[src/rtl/updown_counter_pkg.sv]
// Shared types and defaults for the up/down counter.
// Latency: n/a (declarations only).
// Backpressure: n/a.
package updown_counter_pkg;

  // Default counter width in bits.
  localparam int WIDTH_DEFAULT = 8;

  // RUN counts normally; HALT freezes the counter after a one-shot terminal step.
  typedef enum logic {
    RUN  = 1'b0,
    HALT = 1'b1
  } state_t;

endpackage

[src/rtl/updown_counter_if.sv]
// Control/status bundle between a counter user (master) and the counter (slave).
// Latency: n/a (wiring only).
// Backpressure: none; the counter accepts control every cycle.
interface updown_counter_if
  import updown_counter_pkg::*;
#(
  parameter int WIDTH = WIDTH_DEFAULT
) ();

  logic             en;
  logic             up;
  logic             oneshot;
  logic             load;
  logic [WIDTH-1:0] load_val;
  logic [WIDTH-1:0] limit;
  logic [WIDTH-1:0] q;
  logic             tc;
  logic             done;

  // Driver of the controls, observer of the count.
  modport master (
    output en, up, oneshot, load, load_val, limit,
    input  q, tc, done
  );

  // The counter itself.
  modport slave (
    input  en, up, oneshot, load, load_val, limit,
    output q, tc, done
  );

endinterface

[src/rtl/updown_counter.sv]
// Up/down counter over 0..limit with wrap or one-shot stop, load and sync reset.
// Latency: q/tc/done update one cycle after the edge that samples the controls.
// Backpressure: none; en=0 or HALT simply holds the count.
module updown_counter
  import updown_counter_pkg::*;
#(
  parameter int          WIDTH     = WIDTH_DEFAULT,
  parameter int unsigned RESET_VAL = 0
) (
  input  logic                clk,
  input  logic                reset,
  updown_counter_if.slave     bus
);

  localparam logic [WIDTH-1:0] ONE    = {{(WIDTH-1){1'b0}}, 1'b1};
  localparam logic [WIDTH-1:0] ZERO   = '0;
  localparam logic [WIDTH-1:0] RST_Q  = WIDTH'(RESET_VAL);

  logic [WIDTH-1:0] r_q;
  logic             r_tc;
  logic             r_done;
  state_t           r_state;

  logic [WIDTH-1:0] w_q_nxt;
  logic             w_tc_nxt;
  logic             w_done_nxt;
  state_t           w_state_nxt;
  logic             w_terminal;

  // Terminal detection: >= on the way up so an over-range load still wraps/stops.
  assign w_terminal = bus.up ? (r_q >= bus.limit) : (r_q == ZERO);

  // Next-state selection in priority load > count > hold; tc is a one-cycle pulse.
  always_comb begin
    w_q_nxt     = r_q;
    w_tc_nxt    = 1'b0;
    w_done_nxt  = r_done;
    w_state_nxt = r_state;
    if (bus.load) begin
      w_q_nxt     = bus.load_val;
      w_done_nxt  = 1'b0;
      w_state_nxt = RUN;
    end else if (bus.en && (r_state == RUN)) begin
      if (w_terminal) begin
        w_tc_nxt = 1'b1;
        if (bus.oneshot) begin
          w_done_nxt  = 1'b1;
          w_state_nxt = HALT;
        end else begin
          w_q_nxt = bus.up ? ZERO : bus.limit;
        end
      end else begin
        w_q_nxt = bus.up ? (r_q + ONE) : (r_q - ONE);
      end
    end
  end

  // State registers with synchronous active-high reset overriding everything.
  always_ff @(posedge clk) begin
    if (reset) begin
      r_q     <= RST_Q;
      r_tc    <= 1'b0;
      r_done  <= 1'b0;
      r_state <= RUN;
    end else begin
      r_q     <= w_q_nxt;
      r_tc    <= w_tc_nxt;
      r_done  <= w_done_nxt;
      r_state <= w_state_nxt;
    end
  end

  assign bus.q    = r_q;
  assign bus.tc   = r_tc;
  assign bus.done = r_done;

endmodule

[src/flat_wrapper.sv]
// flat-port wrapper written by rule: the top's interface ports become plain ports
module updown_counter_flat import updown_counter_pkg::*;
#(
  parameter int          WIDTH     = WIDTH_DEFAULT,
  parameter int unsigned RESET_VAL = 0
)
  (clk, reset, bus_en, bus_up, bus_oneshot, bus_load, bus_load_val, bus_limit, bus_q, bus_tc, bus_done);
  updown_counter_if #(.WIDTH(WIDTH)) bus_i ();
  input  logic clk;
  input  logic reset;
  input wire logic [$bits(bus_i.en)-1:0] bus_en;
  input wire logic [$bits(bus_i.up)-1:0] bus_up;
  input wire logic [$bits(bus_i.oneshot)-1:0] bus_oneshot;
  input wire logic [$bits(bus_i.load)-1:0] bus_load;
  input wire logic [$bits(bus_i.load_val)-1:0] bus_load_val;
  input wire logic [$bits(bus_i.limit)-1:0] bus_limit;
  output wire logic [$bits(bus_i.q)-1:0] bus_q;
  output wire logic [$bits(bus_i.tc)-1:0] bus_tc;
  output wire logic [$bits(bus_i.done)-1:0] bus_done;
  assign bus_i.en = bus_en;
  assign bus_i.up = bus_up;
  assign bus_i.oneshot = bus_oneshot;
  assign bus_i.load = bus_load;
  assign bus_i.load_val = bus_load_val;
  assign bus_i.limit = bus_limit;
  assign bus_q = bus_i.q;
  assign bus_tc = bus_i.tc;
  assign bus_done = bus_i.done;
  updown_counter #(.WIDTH(WIDTH), .RESET_VAL(RESET_VAL)) u_core (.clk(clk), .reset(reset), .bus(bus_i));
endmodule
[config.mk]
export PLATFORM = sky130hd
export DESIGN_NAME = updown_counter_flat
export DESIGN_NICKNAME = d
export VERILOG_FILES = /design/src/rtl/updown_counter_pkg.sv /design/src/rtl/updown_counter_if.sv /design/src/rtl/updown_counter.sv /design/src/flat_wrapper.sv
export SDC_FILE = /design/constraint.sdc
export NUM_CORES = 1
export LEC_CHECK = 0
export ABC_CLOCK_PERIOD_IN_PS = 2000
export CAP_MARGIN = 20
export CORE_MARGIN = 3
export CORE_UTILIZATION = 54
export CTS_BUF_LIST = sky130_fd_sc_hd__clkbuf_8
export CTS_CLUSTER_SIZE = 20
export DETAILED_ROUTE_END_ITERATION = 10
export DONT_BUFFER_PORTS = 1
export PLACE_DENSITY = 0.74
export SYNTH_ARGS = -nofsm -noshare
export SYNTH_HDL_FRONTEND = slang
export SYNTH_SLANG_ARGS = --single-unit
[constraint.sdc]
create_clock -name clk -period 2 [get_ports clk]
set_input_delay 0.3 -clock clk [delete_from_list [all_inputs] [get_ports clk]]
set_output_delay 0.3 -clock clk [all_outputs]
set_load 0.01 [all_outputs]
==> run summary <==
Finished Cell Area -> 1860 µm²
Final setup skew -> 0.00310 ns
Setup-failing EPs final -> 8
Failing checks -> negative setup slack
Most used DFF post-synth -> dfxtp_1
Cell Chain, Critical Path -> ha_1 -> inv_1 -> o211ai_1 -> o211ai_4 -> o31a_1 -> buf_6 -> buf_12 -> nor2_2 -> a211oi_2
CTS Buf Count -> 3
CTS Buffer Depth -> 2
Max-capacitance violation count -> 0
Period utilization -> 1.06
Core area -> 1980 µm²
Max Freq -> 0.471 GHz
Status -> finished with violations
Critical Path Fanout Max -> 5
Clk_lat worst skew -> 0.24 ns
Final cell utilization of the core -> 0.937
Unrepaired setup endpoints after global routing -> yes
Fin cells -> 212
Max-slew violations -> 0
Die area -> 2700 µm²
Root Driver -> clkbuf_8
Drt total wl -> 4920 µm
Worst VDD drop -> 0.673 mV
Total power -> 1.33 mW
Slowest-stage cell, CP -> ha_1
Placed Area -> 1390 µm²
I/O Buffers -> 0
Die height -> 52.0 µm
# fillers -> 68
Die width -> 52.0 µm
Top cell type's share of synthesized area -> 0.175
Via density -> 6.76
PwrDens -> 717 nW/µm²
Synthesized area per cell -> 8.10 µm²
Min-delay worst type -> in -> reg
Relative slew margins -> 0.768
CP peak stage delay -> 0.37 ns
Yosys cell types -> 46
Post-route ant nets -> 0
Synth Instances -> 141
Area Growth Syn to Fin -> 62.5%
Fin Setup TNS -> -0.720 ns
CP Class -> reg -> reg
Cell row count -> 16
Routability congestion estimate -> 0.925
CTS H-tree depth -> 1
DP HPWL -> 2520 µm
Worst endpoint required time -> 2.12 ns
IO Pins -> 32
Vias in the first global route -> 1240
CP Launch Type -> register
# DRC -> 0
Layout Nets -> 223
CTS sink count -> 10
Critical Path Sink Type -> register
Largest net degree at the start of global routing -> 13
CTS tree -> done
Starting Density -> 0.576
Top cell type by total area after synthesis -> dfxtp_1
Crit path arrival time -> 2.24 ns
Reg2reg setup slack -> -0.12 ns
Iter 0 DRT Violations -> 42
Number of synthesized flops with an enable pin -> 0
Worst Slack Setup Final -> -0.122 ns
Tmin final -> 2.12 ns
Asr flop ratio synth -> 0
Seq cells post-synth -> 10
Sequential fraction of the synthesis area -> 0.175
Total track usage -> 0.323
Vias -> 1434
Diode count -> 0
TritonRoute pass-1 iters -> 4
Layout cell share with drive strength beyond 1 -> 0.551
Grt ovf -> 0
Initial antenna violation count -> 0
First-pass GRT wire length -> 6230 µm
Top cells by area, synth -> dfxtp_1 18%, ha_1 15%, inv_1 5.6%, a21oi_1 3.9%, o21ai_0 3.9%
Cell Count Post-Placement -> 195
WL per Instance -> 23.2 µm
Syn_nets -> 178
Synth warnings -> 0
Final hold violations -> 0
Mapped cell area -> 1140 µm²
CTS clk-pin slew, worst paths -> 0.05 ns
Worst slew pin tran -> 0.343 ns
Leakage -> 0.782 nW
[logic make-up (layout without fill, tap and decap cells)]
kind of cell,count (synthesis),count (layout),synth area share
AOI/OAI and AO/OA,49,49,0.325
and+or+nand+nor,40,40,0.193
buffers and inverters,20,64,0.0799
adders and majority gates,15,15,0.171
DFF,10,10,0.175
xor gates and xnor gates,5,5,0.0383
muxes,2,2,0.0175
[report_power, final]
| part | switching (mW) | total (mW) | internal [mW] |
|---|---|---|---|
| Combinational | 0.398 | 0.810 | 0.413 |
| Sequential | 0.0387 | 0.265 | 0.226 |
| Clock | 0.0831 | 0.256 | 0.173 |
[sequential cells by signal, indices dropped and copies added, names as in the netlist]
name,flops
u_core.bus.q,8
u_core.bus.done,1
u_core.bus.tc,1
[metrics by stage]
step | worst slack, ns | hold slack, ns
floorplan | 0.0192 | 0.453
global placement | -0.0829 | 0.366
detailed placement | -0.120 | 0.367
CTS | -0.0671 | 0.102
global route | -0.183 | 0.0993
finish | -0.122 | 0.110
[worst paths after layout]
check | from | to | cells past startpoint
setup reg to reg | u_core.bus.q[7] | u_core.bus.q[4] | 9
hold / removal | reset | u_core.bus.q[2] | 1
hold reg to reg | u_core.bus.q[5] | u_core.bus.q[5] | 2
setup / recovery | u_core.bus.q[7] | u_core.bus.q[4] | 9
[per-layer routing]
| layer | GRT usage | part of all wire | up-vias |
|---|---|---|---|
| met2 | 0.536 | 0.49 | 87 |
| met3 | 0.0458 | 0.084 | 23 |
| met5 | 0 | 0 | - |
| li1 | - | - | 615 |
| met1 | 0.407 | 0.38 | 709 |
| met4 | 0.153 | 0.042 | 0 |
[final cells by class]
class,count,area (µm²),area share
clock buffer,4,55.1,0.0296
multi-input combinational,111,1100,0.594
tap,27,33.8,0.0182
sequential,10,219,0.118
timing repair buffer,43,378,0.204
inverter,17,67.6,0.0364
[repair_timing]
action,4_1_cts,5_1_grt
hold buffers,0,0
resized for setup,35,27
gates cloned,1,0
setup buffers,6,7
endpoints found under the setup margin,8,9
pin swaps,12,18
[critical path: cells and delay by family, from the launching register on]
family / cells / cell delay [ns]
AO/OA/AOI/OAI: 4 / 0.79
adder cells (fa/ha/maj): 1 / 0.37
buffers and inverters: 3 / 0.37
flip-flops: 1 / 0.36
AND/OR/NAND/NOR: 1 / 0.12
[cell usage in the layout (no fill, tap or decap), drive strengths merged, types with 2 or more instances in the layout]
master,n
xor2,3
a21oi,9
o221ai,2
dfxtp,10
clkbuf,4
a211oi,5
o211ai,3
nand3,3
o21ai,12
buf,43
nand2,8
mux2i,2
ha,14
and3,4
nor3,5
nor2,10
o2111ai,4
or4,2
xnor2,2
or2,2
inv,16
a31oi,5
[cell usage after synthesis, types with 2 or more instances]
master / instances
inv_1: 17
mux2i_1: 2
o21ai_0: 9
o221ai_1: 2
xnor2_1: 2
a21oi_1: 9
and3_1: 3
nor2_1: 10
nand2_1: 8
o2111ai_1: 4
dfxtp_1: 10
nor3_1: 4
o21ai_1: 2
a211oi_1: 2
xor2_1: 3
nand3_1: 3
a211oi_2: 3
ha_1: 14
or4_4: 2
a31oi_1: 5
o211ai_1: 2
Note: power is estimated with default switching activity, not from simulation.
